File: config.mk
export PLATFORM = sky130hd
export DESIGN_NAME = ram_access_master_flat
export DESIGN_NICKNAME = d
export VERILOG_FILES = /design/src/rtl/ram_access_master_if.sv /design/src/rtl/ram_access_master.sv /design/src/flat_wrapper.sv
export SDC_FILE = /design/constraint.sdc
export NUM_CORES = 1
export LEC_CHECK = 0
export BUFFER_PORTS_ARGS = -buffer_cell sky130_fd_sc_hd__buf_2
export CORE_MARGIN = 2
export CORE_UTILIZATION = 41
export DETAILED_ROUTE_END_ITERATION = 16
export PLACE_DENSITY = 0.68
export SYNTH_ARGS = -nofsm -noshare
export SYNTH_HDL_FRONTEND = slang
export SYNTH_SLANG_ARGS = --single-unit
File: constraint.sdc
create_clock -name clk -period 2.2 [get_ports clk]
set_input_delay 0.22 -clock clk [delete_from_list [all_inputs] [get_ports clk]]
set_output_delay 0.22 -clock clk [all_outputs]
set_load 0.005 [all_outputs]
File: src/rtl/ram_access_master_if.sv
// ram_access_master_if: bundles the CPU-side request/response handshake and the RAM responder
// pins of ram_access_master.
//   req_*     : load/store request from the MEM stage (valid/ready handshake)
//   rsp_*     : one-cycle completion pulse with error flag and load data
//   ram_*     : responder pins (cs, byte write mask, byte address, write/read data)
// Modports: master = the access controller, slave = CPU stage plus RAM responder.
interface ram_access_master_if #(
  parameter int unsigned DATA_WIDTH = 32,
  parameter int unsigned ADDR_WIDTH = 30
);
  logic                    req_valid;
  logic                    req_ready;
  logic                    req_we;
  logic [1:0]              req_size;
  logic                    req_signed;
  logic [ADDR_WIDTH-1:0]   req_addr;
  logic [DATA_WIDTH-1:0]   req_wdata;

  logic                    rsp_valid;
  logic                    rsp_err;
  logic [DATA_WIDTH-1:0]   rsp_rdata;

  logic                    ram_cs;
  logic [DATA_WIDTH/8-1:0] ram_we;
  logic [ADDR_WIDTH-1:0]   ram_addr;
  logic [DATA_WIDTH-1:0]   ram_wdata;
  logic [DATA_WIDTH-1:0]   ram_rdata;

  modport master (
    input  req_valid, req_we, req_size, req_signed, req_addr, req_wdata, ram_rdata,
    output req_ready, rsp_valid, rsp_err, rsp_rdata, ram_cs, ram_we, ram_addr, ram_wdata
  );

  modport slave (
    output req_valid, req_we, req_size, req_signed, req_addr, req_wdata, ram_rdata,
    input  req_ready, rsp_valid, rsp_err, rsp_rdata, ram_cs, ram_we, ram_addr, ram_wdata
  );
endinterface

File: src/rtl/ram_access_master.sv
// ram_access_master: initiator-side controller for a byte-addressed single-port RAM responder.
// Accepts one load/store at a time, checks legality (alignment, range, size), maps store bytes
// onto responder lanes (lane i lands at addr+i) and returns sign/zero-extended load data
// (responder returns big-endian: rdata[31:24] is the byte at addr).
// Ports:
//   clk   : system clock
//   rst_n : asynchronous active-low reset, aborts any access in flight without a response
//   bus   : ram_access_master_if.master (request, response and responder pins)
// Timing (accept at edge ending cycle T): store cs T+1, rsp T+2; load cs T+1, rsp T+3;
// illegal request rsp+err in T+1 with cs never asserted.
module ram_access_master #(
  parameter int unsigned DATA_WIDTH = 32,
  parameter int unsigned ADDR_WIDTH = 30,
  parameter int unsigned RAM_DEPTH  = 53248
) (
  input  logic               clk,
  input  logic               rst_n,
  ram_access_master_if.master bus
);

  localparam logic [ADDR_WIDTH:0] LastByte = (ADDR_WIDTH+1)'(RAM_DEPTH - 1);

  typedef enum logic [1:0] {StIdle, StIssue, StWait, StDone} state_e;

  state_e                  state_q, state_d;
  logic                    we_q, we_d;
  logic [1:0]              size_q, size_d;
  logic                    signed_q, signed_d;
  logic                    ram_cs_q, ram_cs_d;
  logic [3:0]              ram_we_q, ram_we_d;
  logic [ADDR_WIDTH-1:0]   ram_addr_q, ram_addr_d;
  logic [DATA_WIDTH-1:0]   ram_wdata_q, ram_wdata_d;
  logic                    rsp_valid_q, rsp_valid_d;
  logic                    rsp_err_q, rsp_err_d;
  logic [DATA_WIDTH-1:0]   rsp_rdata_q, rsp_rdata_d;

  logic                    size_ok;
  logic                    align_ok;
  logic [ADDR_WIDTH:0]     last_addr;
  logic                    legal;
  logic [3:0]              st_we;
  logic [DATA_WIDTH-1:0]   st_wdata;
  logic [DATA_WIDTH-1:0]   ld_data;

  // Legality of the incoming request: last byte touched must stay inside the RAM.
  always_comb begin
    size_ok   = 1'b1;
    align_ok  = 1'b1;
    last_addr = {1'b0, bus.req_addr};
    unique case (bus.req_size)
      2'b00: ;
      2'b01: begin
        align_ok  = ~bus.req_addr[0];
        last_addr = {1'b0, bus.req_addr} + (ADDR_WIDTH+1)'(1);
      end
      2'b10: begin
        align_ok  = (bus.req_addr[1:0] == 2'b00);
        last_addr = {1'b0, bus.req_addr} + (ADDR_WIDTH+1)'(3);
      end
      default: size_ok = 1'b0;
    endcase
    legal = size_ok && align_ok && (last_addr <= LastByte);
  end

  // Store lane mapping: byte at addr+i goes on lane i, so the value is byte-reversed.
  always_comb begin
    unique case (bus.req_size)
      2'b00: begin
        st_we    = 4'b0001;
        st_wdata = {24'h0, bus.req_wdata[7:0]};
      end
      2'b01: begin
        st_we    = 4'b0011;
        st_wdata = {16'h0, bus.req_wdata[7:0], bus.req_wdata[15:8]};
      end
      default: begin
        st_we    = 4'b1111;
        st_wdata = {bus.req_wdata[7:0], bus.req_wdata[15:8],
                    bus.req_wdata[23:16], bus.req_wdata[31:24]};
      end
    endcase
  end

  // Load extraction from the big-endian responder word, using the latched request fields.
  always_comb begin
    unique case (size_q)
      2'b00:   ld_data = {{24{signed_q & bus.ram_rdata[31]}}, bus.ram_rdata[31:24]};
      2'b01:   ld_data = {{16{signed_q & bus.ram_rdata[31]}}, bus.ram_rdata[31:16]};
      default: ld_data = bus.ram_rdata;
    endcase
  end

  // Next-state and registered-output logic.
  always_comb begin
    state_d     = state_q;
    we_d        = we_q;
    size_d      = size_q;
    signed_d    = signed_q;
    ram_cs_d    = 1'b0;
    ram_we_d    = 4'b0000;
    ram_addr_d  = ram_addr_q;
    ram_wdata_d = '0;
    rsp_valid_d = 1'b0;
    rsp_err_d   = 1'b0;
    rsp_rdata_d = rsp_rdata_q;

    unique case (state_q)
      StIdle: begin
        if (bus.req_valid) begin
          we_d     = bus.req_we;
          size_d   = bus.req_size;
          signed_d = bus.req_signed;
          if (legal) begin
            state_d    = StIssue;
            ram_cs_d   = 1'b1;
            ram_addr_d = bus.req_addr;
            if (bus.req_we) begin
              ram_we_d    = st_we;
              ram_wdata_d = st_wdata;
            end
          end else begin
            state_d     = StDone;
            rsp_valid_d = 1'b1;
            rsp_err_d   = 1'b1;
            rsp_rdata_d = '0;
          end
        end
      end
      StIssue: begin
        if (we_q) begin
          state_d     = StDone;
          rsp_valid_d = 1'b1;
          rsp_rdata_d = '0;
        end else begin
          state_d = StWait;
        end
      end
      StWait: begin
        state_d     = StDone;
        rsp_valid_d = 1'b1;
        rsp_rdata_d = ld_data;
      end
      StDone: begin
        state_d = StIdle;
      end
      default: state_d = StIdle;
    endcase
  end

  always_ff @(posedge clk or negedge rst_n) begin
    if (!rst_n) begin
      state_q     <= StIdle;
      we_q        <= 1'b0;
      size_q      <= 2'b00;
      signed_q    <= 1'b0;
      ram_cs_q    <= 1'b0;
      ram_we_q    <= 4'b0000;
      ram_addr_q  <= '0;
      ram_wdata_q <= '0;
      rsp_valid_q <= 1'b0;
      rsp_err_q   <= 1'b0;
      rsp_rdata_q <= '0;
    end else begin
      state_q     <= state_d;
      we_q        <= we_d;
      size_q      <= size_d;
      signed_q    <= signed_d;
      ram_cs_q    <= ram_cs_d;
      ram_we_q    <= ram_we_d;
      ram_addr_q  <= ram_addr_d;
      ram_wdata_q <= ram_wdata_d;
      rsp_valid_q <= rsp_valid_d;
      rsp_err_q   <= rsp_err_d;
      rsp_rdata_q <= rsp_rdata_d;
    end
  end

  assign bus.req_ready = (state_q == StIdle);
  assign bus.rsp_valid = rsp_valid_q;
  assign bus.rsp_err   = rsp_err_q;
  assign bus.rsp_rdata = rsp_rdata_q;
  assign bus.ram_cs    = ram_cs_q;
  assign bus.ram_we    = ram_we_q;
  assign bus.ram_addr  = ram_addr_q;
  assign bus.ram_wdata = ram_wdata_q;

endmodule

File: src/flat_wrapper.sv
// flat-port wrapper written by rule: the top's interface ports become plain ports
module ram_access_master_flat 
#(
  parameter int unsigned DATA_WIDTH = 32,
  parameter int unsigned ADDR_WIDTH = 30,
  parameter int unsigned RAM_DEPTH  = 53248
)
  (clk, rst_n, bus_req_valid, bus_req_we, bus_req_size, bus_req_signed, bus_req_addr, bus_req_wdata, bus_ram_rdata, bus_req_ready, bus_rsp_valid, bus_rsp_err, bus_rsp_rdata, bus_ram_cs, bus_ram_we, bus_ram_addr, bus_ram_wdata);
  ram_access_master_if #(.DATA_WIDTH(DATA_WIDTH), .ADDR_WIDTH(ADDR_WIDTH)) bus_i ();
  input  logic clk;
  input  logic rst_n;
  input wire logic [$bits(bus_i.req_valid)-1:0] bus_req_valid;
  input wire logic [$bits(bus_i.req_we)-1:0] bus_req_we;
  input wire logic [$bits(bus_i.req_size)-1:0] bus_req_size;
  input wire logic [$bits(bus_i.req_signed)-1:0] bus_req_signed;
  input wire logic [$bits(bus_i.req_addr)-1:0] bus_req_addr;
  input wire logic [$bits(bus_i.req_wdata)-1:0] bus_req_wdata;
  input wire logic [$bits(bus_i.ram_rdata)-1:0] bus_ram_rdata;
  output wire logic [$bits(bus_i.req_ready)-1:0] bus_req_ready;
  output wire logic [$bits(bus_i.rsp_valid)-1:0] bus_rsp_valid;
  output wire logic [$bits(bus_i.rsp_err)-1:0] bus_rsp_err;
  output wire logic [$bits(bus_i.rsp_rdata)-1:0] bus_rsp_rdata;
  output wire logic [$bits(bus_i.ram_cs)-1:0] bus_ram_cs;
  output wire logic [$bits(bus_i.ram_we)-1:0] bus_ram_we;
  output wire logic [$bits(bus_i.ram_addr)-1:0] bus_ram_addr;
  output wire logic [$bits(bus_i.ram_wdata)-1:0] bus_ram_wdata;
  assign bus_i.req_valid = bus_req_valid;
  assign bus_i.req_we = bus_req_we;
  assign bus_i.req_size = bus_req_size;
  assign bus_i.req_signed = bus_req_signed;
  assign bus_i.req_addr = bus_req_addr;
  assign bus_i.req_wdata = bus_req_wdata;
  assign bus_i.ram_rdata = bus_ram_rdata;
  assign bus_req_ready = bus_i.req_ready;
  assign bus_rsp_valid = bus_i.rsp_valid;
  assign bus_rsp_err = bus_i.rsp_err;
  assign bus_rsp_rdata = bus_i.rsp_rdata;
  assign bus_ram_cs = bus_i.ram_cs;
  assign bus_ram_we = bus_i.ram_we;
  assign bus_ram_addr = bus_i.ram_addr;
  assign bus_ram_wdata = bus_i.ram_wdata;
  ram_access_master #(.DATA_WIDTH(DATA_WIDTH), .ADDR_WIDTH(ADDR_WIDTH), .RAM_DEPTH(RAM_DEPTH)) u_core (.clk(clk), .rst_n(rst_n), .bus(bus_i));
endmodule
======== Word-level counts from Yosys, hierarchy flattened ========
Cells that the tools add are included.
operators by class
  add/subtract/negate cells ............... 2
  multiply operators ...................... 0
  divide/modulo/power cells ............... 0
  $lt $le $gt $ge ......................... 1
  eq/ne operators ......................... 9
  shift-type cells ........................ 0
  mux-type cells .......................... 30
  bitwise operators ....................... 2
  reduce and logical (&&, ||, !) cells .... 11
operators with widths
  operator                 count
  $mux W32                 7
  $pmux W32 S2             2
  $pmux W32 S3             1
  $pmux W31 S2             1
  $add A30 B1 Y31 const B  1
  $add A30 B2 Y31 const B  1
  $le A31 B16 Y1 const B   1
  $mux W4                  4
  $mux W1                  9
  $logic_not A2 Y1         4
  $pmux W2 S4              1
  $pmux W4 S2              1
  $eq A2 B1 Y1 const B     3
  $eq A2 B2 Y1 const B     3
  $mux W2                  2
  $ne A2 B2 Y1 const B     2
  $reduce_and A4 Y1        1
  $pmux W1 S3              1
  $reduce_and A3 Y1        1
  $reduce_bool A3 Y1       1
  $reduce_or A3 Y1         1
  $logic_and A1 B1 Y1      2
  $ne A2 B1 Y1 const B     1
  $pmux W1 S2              1
  other kinds (3)          3
word-level totals
  flip-flop bits (word level) ............. 107
  latch bits .............................. 0
  bits in writable memories ............... 0
  memory bits (read-only) ................. 0
  input bits .............................. 101
  output and inout port bits .............. 102
  memories ................................ 0

======== Longest topological paths before layout ========
Gate-level depths: netlist of run 1.
  depth in word-level cells ............... 8
  mapped depth ............................ 14
  gate-level depth less buffers ........... 12

======== Least setup slack after synthesis of run 1 ========
OpenSTA, ideal clock, no wires.
  path kind ............................... input to register
  from .................................... input bus_req_size[0]
  to ...................................... register u_core.ram_addr_q[0] (netlist: u_core.bus.ram_addr[0])
  library setup time ...................... 0.125 ns
  data arrival time ....................... 3.128 ns
  setup slack ............................. -1.053 ns
  stages .................................. 12
  cell sequence ........................... inv_1 -> ha_1 -> inv_1 -> fa_1 -> or4_4 -> nor3_1 -> xnor2_1 -> nand4_1 -> nor4_4 -> nand3_2 -> buf_4 -> mux2_4
on the way
  longest elaborated chain between the ends .. 6
  elaborated cells between the ends (all ways) .. 11
  those cells by class .................... order compare (1); eq/ne (2); mux (3); reduce/logical (5)
RTL lines
  what                                                    line                      RTL
  start: declaration                                      flat_wrapper.sv:14        input wire logic [$bits(bus_i.req_size)-1:0] bus_req_size;
  branches (longest 4 deep; another with $le A31 B16 Y1)  n/a
  $logic_and A1 B1 Y1 *                                   ram_access_master.sv:62   legal = size_ok && align_ok && (last_addr <= LastByte);
  $reduce_and A3 Y1 (no line) *                           n/a
  end signal: assignment                                  ram_access_master.sv:170  ram_addr_q <= ram_addr_d;
  end: declaration                                        ram_access_master.sv:31   logic [ADDR_WIDTH-1:0] ram_addr_q, ram_addr_d;
Mark *: on every way between the ends.
A chain may end at the register's enable or synchronous reset.

======== Worst setup path after layout of run 1 ========
  from .................................... input bus_req_size[0]
  to ...................................... register u_core.rsp_rdata_q[10] (netlist: u_core.bus.rsp_rdata[10])
on the way
  longest elaborated chain between the ends .. 7
  elaborated cells between the ends (all ways) .. 12
  those cells by class .................... order compare (1); eq/ne (3); mux (3); reduce/logical (5)
RTL lines
  what                                                    line                      RTL
  branches (longest 4 deep; another with $le A31 B16 Y1)  n/a
  $logic_and A1 B1 Y1 *                                   ram_access_master.sv:62
  $ne A2 B2 Y1 (no line) *                                n/a
  $reduce_and A4 Y1 (no line) *                           n/a
  end signal: assignment                                  ram_access_master.sv:174  rsp_rdata_q <= rsp_rdata_d;
  end: declaration                                        ram_access_master.sv:35   logic [DATA_WIDTH-1:0] rsp_rdata_q, rsp_rdata_d;
Marks and branches as above.

==> flow_summary.yaml, run 1 <==
setup_path:
  path_class: "input port to flip-flop"
  cp_cell_sequence: "buf_12, inv_12, ha_4, inv_2, fa_2, buf_6, nor4_4, buf_6, buf_6, o211ai_1, a22oi_2, nand4_1, buf_6, o41ai_4, buf_4, a21oi_4, buf_12, a22o_1"
  r2r-end: "u_core.bus.rsp_rdata[0]$_DFFE_PN0P_"
  critPathLaunchType: "input port"
  critPathMaxFanout: 16
  path_common_cell: "buf_6"
  timing.rr.start: "u_core.state_q[0]$_DFFE_PN0P_"
  cpPeakStageDelay_ps: 370
  arrival_ps: 3120
  r2r.worst_path.cells: 7
  reg2reg_slack_ps: 430
  crit_slowest_cell: "o41ai_4"
  cp.required_ps: 2430
  cp-end-kind: "flip-flop"
cts:
  cts_buffers: 9
  insertion_delay_ps: 340
  cts_tree: "done"
  clkTransAtPathRegs_ps: 60
  cts_max_level: 3
  clockBufferDepth: 2
  cts.sinks: 106
  cts_root_buf: "clkbuf_16"
synthesis:
  ys_types: 56
  synth_edf_count: 0
  ys_seq_area_share_pct: 51.63
  ys_warn_count: 0
  synth_async_sr_flop_share_pct: 100.0
  synth_seq_cells: 106
  synth_fp_nets: 567
  synth_flop_cell: "dfrtp_1"
  synthCells: 457
  avgSynthCellArea_sq_um: 11.24
  syn-cell-area_sq_um: 5137
outcome:
  status: "finished with violations"
  violations: "setup timing"
placed_design:
  io_buffer_count: 202
  dp_worst_setup_slack_ps: -1154
  post_dp_cell_area_sq_um: 6928
  post-dp-hpwl_microns: 11240
  globalplace.congestion: 0.9047
final_layout:
  layout_common_cells: "199 x buf_2, 106 x dfrtp_1, 65 x buf_4, 41 x nand2_1, 28 x a21oi_1"
  fillers: 1002
  diodes: 0
  fin_util_pct: 64.08
  final_common_cell: "buf_2"
  finish.instance_area_sq_um: 7761
  drive_gt1_share_pct: 52.87
  fin_nets: 838
  syn2layout_area_growth_pct: 51.07
pwr:
  switching_power_uw: 2348
  clkPwrFrac_pct: 25.1
  power_leakage_uw: 0.004105
  seq_power_share_pct: 36.9
  powerDensity_nw_per_um2: 898.4
  swShare_pct: 33.67
  peakVddDrop_uv: 468.9
  comb_power_share_pct: 38.0
  intPower_uw: 4625
global_routing:
  grt_pass1_vias: 4717
  antenna_found_initial: 0
  grt_max_degree: 50
  grt.total_usage_pct: 22.58
  grt_pass1_wl_microns: 23690
  grt-ovfl-total: 0
routing:
  drc_errors: 0
  ant_nets: 0
  routed_wl_microns: 15620
  viasPerCell: 5.294
  dr.first_iter.drc_count: 351
  drt-pass1-iter-count: 7
  vias: 4765
  wire_per_inst_microns: 17.36
floorplanning:
  rows: 40
  initial_core_util_pct: 42.42
  dieArea_sq_um: 13440
  io_pins: 203
  die_h_microns: 115.9
  dieWidth_microns: 115.9
  core-area_sq_um: 12110
flow_run:
  maxCapViolations: 0
timing:
  finalHoldViolCount: 0
  skew_ps: 8.715
  worstMarginPinSlew_ps: 964.2
  finalCriticalPeriod_ps: 2896
  fin_ws_ps: -695.7
  rsz0062_at_grt: "true"
  worst_hold_slack_ps: 120.3
  fin_crit_sh_pct: 131.6
  slew_headroom_pct: 35.48
  fmax_ghz: 0.3453
  finalMaxSlewViolations: 0
  finalSetupViolCount: 101
  tns_ps: -64410
worst_hold_path:
  min_path_cells: 2
  min_delay_worst_endpoint: "u_core.signed_q$_DFFE_PN0P_"
  min_from: "bus_req_signed"
  worst_hold_path_type: "input port to flip-flop"
-- kinds of logic (layout without fill, tap and decap cells) --
kind of cell,count (synthesis),in the layout,share of synthesized area (%)
XOR/XNOR,4,4,0.6821
flip-flops,106,106,51.63
adder cells (fa/ha/maj),9,9,2.338
buffers and inverters,39,314,4.140
multiplexers,27,27,6.868
AND/OR/NAND/NOR,145,145,16.98
AO/OA/AOI/OAI,127,127,17.37
-- critical path: cells and delay by family --
family / cells / cell delay (ps)
AO/OA/AOI/OAI: 5 / 930
AND/OR/NAND/NOR: 2 / 390
buffers and inverters: 9 / 1100
adder cells (fa/ha/maj): 2 / 460
-- flip-flops by register name (all words and copies together) (netlist names) --
name / count
u_core.bus.ram_addr: 30
u_core.bus.ram_cs: 1
u_core.bus.ram_wdata: 32
u_core.bus.ram_we: 3
u_core.bus.rsp_err: 1
u_core.bus.rsp_rdata: 32
u_core.bus.rsp_valid: 1
u_core.signed_q: 1
u_core.size_q: 2
u_core.state_q: 2
u_core.we_q: 1
-- power by group through the flow --
| stage | sequential, uW | combinational, uW | clock (uW) |
|---|---|---|---|
| 5_1_grt | 2620 | 2900 | 1870 |
| 4_1_cts | 2550 | 2380 | 1780 |
| 3_3_place_gp | 2580 | 2150 | 0 |
| 2_1_floorplan | 2540 | 1330 | 0 |
| 6_report | 2570 | 2650 | 1750 |
| 3_5_place_dp | 2590 | 2190 | 0 |
-- metrics by stage --
step / power [uW] / instances
after detailed placement: 4785 / 869
final: 6973 / 900
after global placement: 4728 / 869
after global routing: 7387 / 900
after floorplan: 3874 / 457
after CTS: 6713 / 896
-- final cells by class --
| class | instances | area [sq um] | share of cell area (%) |
|---|---|---|---|
| Clock buffer | 11 | 252.7 | 3.256 |
| Multi-Input combinational cell | 312 | 2644 | 34.06 |
| Sequential cell | 106 | 2653 | 34.18 |
| Tap cell | 168 | 210.2 | 2.708 |
| Timing Repair inverter | 2 | 12.51 | 0.1612 |
| Inverter | 12 | 65.06 | 0.8383 |
| Clock inverter | 4 | 73.82 | 0.9512 |
| Timing Repair Buffer | 285 | 1851 | 23.84 |
-- repair_timing --
| item | 4_1_cts | 5_1_grt |
|---|---|---|
| hold buffers | 1 | 0 |
| hold endpoints to repair | 36 | 0 |
| setup buffers | 11 | 3 |
| pin swaps | 38 | 11 |
| cloned | 3 | 2 |
| setup endpoints to repair | 101 | 101 |
| resized for setup | 45 | 23 |
-- synthesized netlist by cell type (5+ instances only) --
cell type / instances / share of area [%]
ha_1: 8 / 1.9
a22o_1: 16 / 2.7
and2_1: 15 / 1.8
nand3_1: 5 / 0.49
o21ai_0: 21 / 2.0
mux2_4: 16 / 4.7
mux2i_1: 9 / 1.8
a21oi_1: 38 / 3.7
o2bb2ai_1: 15 / 2.6
dfrtp_1: 106 / 52
a22oi_1: 17 / 2.5
and3_1: 17 / 2.1
inv_1: 11 / 0.80
nand4_1: 10 / 1.2
buf_6: 6 / 1.3
nor2_1: 23 / 1.7
and4_1: 5 / 0.85
clkbuf_1: 16 / 1.2
nor3_1: 6 / 0.58
nand2_1: 41 / 3.0
-- per-layer routing --
metal	global-route usage (%)	wire, microns	vias to the layer above
met2	37.58	7743	230
met1	29.14	6551	2278
met5	0	0	-
li1	-	-	2228
met4	8.095	283	0
met3	4.969	1043	29
-- worst max path at each step --
stage                                                 endpoint  cells past startpoint       startpoint
final                     u_core.bus.rsp_rdata[10]$_DFFE_PN0P_                     18  bus_req_size[0]
after global routing        u_core.bus.ram_wdata[31]$_DFF_PN0_                     16  bus_req_size[0]
after CTS                 u_core.bus.rsp_rdata[10]$_DFFE_PN0P_                     18  bus_req_size[0]
after detailed placement   u_core.bus.rsp_rdata[0]$_DFFE_PN0P_                     14  bus_req_size[0]
after global placement    u_core.bus.rsp_rdata[30]$_DFFE_PN0P_                     15  bus_req_size[0]
after floorplan            u_core.bus.ram_addr[10]$_DFFE_PN0P_                     12  bus_req_size[0]
Note: power is estimated with default switching activity, not from simulation.
==> run 2, diff against run 1 <==
Settings changed: SKIP_CTS_REPAIR_TIMING from default to 1.
==> run 2 against run 1 <==
Net effect: the flow still finishes with violations (setup timing); count of clock-buffer cells in the layout stayed put; core utilization is 0.062 points lower; sequential cell count unchanged; register-to-register slack worse by 20 ps; non-clock buffer count decreased by 2; combinational power about the same; largest power group unchanged.
==> flow_summary.yaml, run 2 (synthesis results as in run 1) <==
outcome:
  status: "finished with violations"
  violations: "setup timing"
global_routing:
  antenna_found_initial: 0
  grt_pass1_vias: 4533
  grt-ovfl-total: 0
  grt.total_usage_pct: 21.47
  grt_pass1_wl_microns: 22550
  grt_max_degree: 50
timing:
  worstMarginPinSlew_ps: 1005
  slew_headroom_pct: 32.75
  finalHoldViolCount: 0
  skew_ps: 5.626
  fin_crit_sh_pct: 131.1
  fmax_ghz: 0.3467
  finalMaxSlewViolations: 0
  rsz0062_at_grt: "true"
  finalCriticalPeriod_ps: 2884
  finalSetupViolCount: 101
  fin_ws_ps: -684.5
final_layout:
  diodes: 0
  final-seq-area_sq_um: 2653
  final_common_cell: "buf_2"
  layout.cells.non_filler: 898
  syn2layout_area_growth_pct: 50.93
  fillers: 977
  drive_gt1_share_pct: 53.56
  fin_util_pct: 64.02
  multi_input_area_sq_um: 2618
  layout_common_cells: "199 x buf_2, 106 x dfrtp_1, 64 x buf_4, 40 x nand2_1, 30 x a21oi_1"
  fin_nets: 836
routing:
  routed_wl_microns: 15420
  drc_errors: 0
  drt-pass1-iter-count: 6
  wire_per_inst_microns: 17.17
  ant_nets: 0
  dr.first_iter.drc_count: 388
  viasPerCell: 5.347
  vias: 4802
cts:
  cts_root_buf: "clkbuf_16"
  cts_tree: "done"
  clockBufferDepth: 2
  cts_max_level: 3
  insertion_delay_ps: 340
  cts.sinks: 106
  cts_buffers: 9
  clkTransAtPathRegs_ps: 70
setup_path:
  critPathMaxFanout: 21
  critPathLaunchType: "input port"
  cp-end-kind: "flip-flop"
  arrival_ps: 3110
  path_class: "input port to flip-flop"
  cp.required_ps: 2430
floorplanning:
  die_h_microns: 115.9
  dieWidth_microns: 115.9
  rows: 40
  initial_core_util_pct: 42.42
  dieArea_sq_um: 13440
  core-area_sq_um: 12110
  io_pins: 203
pwr:
  powerDensity_nw_per_um2: 898.9
  seq_power_share_pct: 36.9
  intPower_uw: 4637
  comb_power_share_pct: 38.1
  peakVddDrop_uv: 354.7
  swShare_pct: 33.46
  clkPwrFrac_pct: 25.0
  switching_power_uw: 2332
  power_leakage_uw: 0.004110
placed_design:
  globalplace.congestion: 0.9047
  io_buffer_count: 202
  post-dp-hpwl_microns: 11240
  dp_cells: 869
flow_run:
  maxCapViolations: 0
worst_hold_path:
  worst_hold_path_type: "input port to flip-flop"
[run 2: cell types whose count changed in the layout (fill, tap and decap cells not counted), moves of 3 or more]
cell,previous run,this run
buf_6,7,4
nor2_2,1,5
clkbuf_16,11,14
nor2_4,6,2
and2_4,0,7
and2_1,15,8
[run 2: metal layers]
| layer | part of all wire, % | global-route usage [%] |
|---|---|---|
| met1 | 42 | 28.30 |
| met2 | 48 | 35.44 |
| met4 | 2.3 | 6.905 |
| met3 | 7.5 | 4.707 |
| met5 | 0 | 0 |
[run 2: final timing paths]
kind,startpoint,end,slack [ps],cells past startpoint
worst min register to register,u_core.bus.ram_addr[23]$_DFFE_PN0P_,u_core.bus.ram_addr[23]$_DFFE_PN0P_,490,1
worst min-delay path,bus_req_signed,u_core.signed_q$_DFFE_PN0P_,120,2
worst max-delay path,bus_req_size[0],u_core.bus.ram_addr[6]$_DFFE_PN0P_,-680,16
min in group asynchronous,rst_n,u_core.bus.rsp_rdata[10]$_DFFE_PN0P_,400,2
worst max register to register,u_core.state_q[0]$_DFFE_PN0P_,u_core.bus.ram_wdata[26]$_DFF_PN0_,410,7
max in group asynchronous,rst_n,u_core.bus.ram_addr[21]$_DFFE_PN0P_,1230,3
[run 2: power by group through the flow]
stage | combinational, uW | sequential [uW] | clock, uW
2_1_floorplan | 1330 | 2540 | 0
3_3_place_gp | 2150 | 2580 | 0
3_5_place_dp | 2190 | 2590 | 0
4_1_cts | 2200 | 2550 | 1780
5_1_grt | 2890 | 2610 | 1860
6_report | 2650 | 2570 | 1740
[run 2: metrics by stage]
step / total power [uW] / setup WS [ps] / TNS (ps) / hold WS, ps / area [sq um]
CTS: 6535 / -797.4 / -69720 / -146.5 / 7254
global placement: 4728 / -1116 / -101710 / 215.4 / 6928
finish: 6970 / -684.5 / -63700 / 119.9 / 7754
detailed placement: 4785 / -1154 / -106210 / 223.4 / 6928
floorplan: 3874 / -765.8 / -69680 / -75.59 / 5260
global route: 7362 / -834.7 / -76920 / 113.3 / 7754
[run 2: final cells by class]
class | count | area share, %
Multi-Input combinational cell | 312 | 33.76
Clock buffer | 11 | 3.260
Clock inverter | 4 | 0.9521
Timing Repair Buffer | 283 | 23.88
Sequential cell | 106 | 34.21
Timing Repair inverter | 2 | 0.3227
Tap cell | 168 | 2.711
Inverter | 12 | 0.9037
[run 2: worst max-delay path, cell delays in order]
cell	delay, ps
buf_12	110
inv_12	50
ha_4	150
inv_2	40
fa_2	330
buf_4	160
nor4_4	250
buf_6	160
o211ai_1	100
a22oi_1	280
nand4_1	150
buf_6	160
nor4_4	310
nand3_2	130
buf_12	190
mux2_4	310
==> run 3, diff against run 2 <==
Settings changed: CORE_ASPECT_RATIO from default to 1.2, CORE_UTILIZATION 41 to 40, PLACE_DENSITY 0.68 to 0.67, TNS_END_PERCENT from default to 20.
==> run 3 against run 2 <==
Net effect: the run still ends with setup timing left; critical path depth decreased by 3; clock skew is 3.6 ps higher; maximum frequency rose by 1.6%; wire length is 4.0% lower; largest cell class unchanged.
==> flow_summary.yaml, run 3 (synthesis results as in run 1) <==
cts:
  cts_max_level: 3
  insertion_delay_ps: 340
  cts.sinks: 106
  clockBufferDepth: 2
  cts_tree: "done"
  cts_root_buf: "clkbuf_16"
  cts_buffers: 9
  clkTransAtPathRegs_ps: 80
final_layout:
  syn2layout_area_growth_pct: 44.20
  fin_util_pct: 58.74
  diodes: 0
  fillers: 1106
  drive_gt1_share_pct: 50.21
  layout_common_cells: "199 x buf_2, 106 x dfrtp_1, 61 x buf_4, 41 x nand2_1, 29 x a21oi_1"
  final_common_cell: "buf_2"
  fin_nets: 824
setup_path:
  reg2reg_slack_ps: 470
  arrival_ps: 3060
  path_common_cell: "buf_12"
  cpPeakStageDelay_ps: 550
  cp_cell_sequence: "buf_12, inv_12, ha_4, inv_2, fa_2, or4_4, or4_1, and4_4, o22ai_4, nor4_4, nand3_2, buf_12, mux2_2"
  crit_slowest_cell: "or4_4"
  cp.required_ps: 2420
  cp-end-kind: "flip-flop"
  path_class: "input port to flip-flop"
  critPathMaxFanout: 19
  critPathLaunchType: "input port"
routing:
  dr.first_iter.drc_count: 253
  wire_per_inst_microns: 16.76
  vias: 4617
  viasPerCell: 5.229
  drt-pass1-iter-count: 5
  routed_wl_microns: 14800
  drc_errors: 0
  ant_nets: 0
timing:
  slew_headroom_pct: 36.23
  finalMaxSlewViolations: 0
  fin_crit_sh_pct: 129.0
  finalCriticalPeriod_ps: 2838
  fin_ws_ps: -637.7
  skew_ps: 9.266
  finalHoldViolCount: 0
  tns_ps: -56890
  finalSetupViolCount: 101
  fmax_ghz: 0.3524
  worstMarginPinSlew_ps: 953.0
  rsz0062_at_grt: "true"
global_routing:
  use_met1_pct: 27.06
  grt_pass1_vias: 4613
  antenna_found_initial: 0
  grt.met3_usage_pct: 3.457
  grtUsageMet2_pct: 36.93
  grt_max_degree: 68
  grt.total_usage_pct: 21.23
  grt_pass1_wl_microns: 23160
  grt-ovfl-total: 0
  grt_most_used_layer: "met2"
floorplanning:
  core-area_sq_um: 12610
  initial_core_util_pct: 40.73
  io_pins: 203
  dieArea_sq_um: 13770
  rows: 45
  dieWidth_microns: 107.5
  die_h_microns: 128.1
worst_hold_path:
  worst_hold_path_type: "input port to flip-flop"
pwr:
  powerDensity_nw_per_um2: 881.2
  peakVddDrop_uv: 677.2
  power_leakage_uw: 0.003962
  p_total_uw: 6528
placed_design:
  globalplace.congestion: 0.8904
  dp_worst_setup_slack_ps: -1124
  post-dp-hpwl_microns: 11060
  io_buffer_count: 202
outcome:
  status: "finished with violations"
  violations: "setup timing"
flow_run:
  maxCapViolations: 0
## run 3: cell count changes in the layout (fill, tap and decap cells not counted), sizes merged
cell,change
clkbuf,-5
buf,-7
bufinv,-2
clkinvlp,+1
inv,+1
clkinv,+1
## run 3: power breakdown
part           switching, uW  total (uW)  internal, uW
combinational           1280        2440          1160
clock                    774        1570           798
sequential               223        2510          2290
total                   2280        6530          4250
## run 3: critical path: cells and delay by family
family	cells	cell delay [ps]
compound gates	1	190
buf+inv	4	390
simple gates	5	1420
fa+ha+maj	2	490
mux	1	350
## run 3: routing by layer
layer  vias up  share of wire, %
li1       2186                 -
met1      2244                42
met2       166                51
met3        21               5.6
met4         0               1.8
met5         -                 0
## run 3: through the flow
step | std cells | hold WS [ps] | cell area [sq um]
after floorplan | 457 | -75.59 | 5191
after global placement | 857 | 225.8 | 6788
after detailed placement | 857 | 228.1 | 6788
after CTS | 873 | -149.8 | 7083
after global routing | 883 | 111.4 | 7408
final | 883 | 113.8 | 7408
## run 3: path summary, 6_finish.rpt
check	startpoint	to	cells past startpoint
worst max-delay path	bus_req_size[0]	u_core.bus.ram_addr[4]$_DFFE_PN0P_	13
min in group asynchronous	rst_n	u_core.bus.ram_addr[13]$_DFFE_PN0P_	2
worst max register to register	u_core.state_q[0]$_DFFE_PN0P_	u_core.bus.rsp_rdata[2]$_DFFE_PN0P_	7
max in group asynchronous	rst_n	u_core.bus.ram_addr[4]$_DFFE_PN0P_	3
worst min-delay path	bus_req_wdata[28]	u_core.bus.ram_wdata[4]$_DFF_PN0_	3
worst min register to register	u_core.bus.rsp_rdata[31]$_DFFE_PN0P_	u_core.bus.rsp_rdata[31]$_DFFE_PN0P_	1
## run 3: final cells by class
type / instances / area, sq um / share of cell area [%]
Sequential cell: 106 / 2653 / 35.80
Multi-Input combinational cell: 312 / 2489 / 33.59
Timing Repair Buffer: 273 / 1697 / 22.90
Clock buffer: 9 / 225.2 / 3.040
Tap cell: 164 / 205.2 / 2.770
Clock inverter: 7 / 70.07 / 0.9458
Inverter: 12 / 70.07 / 0.9458
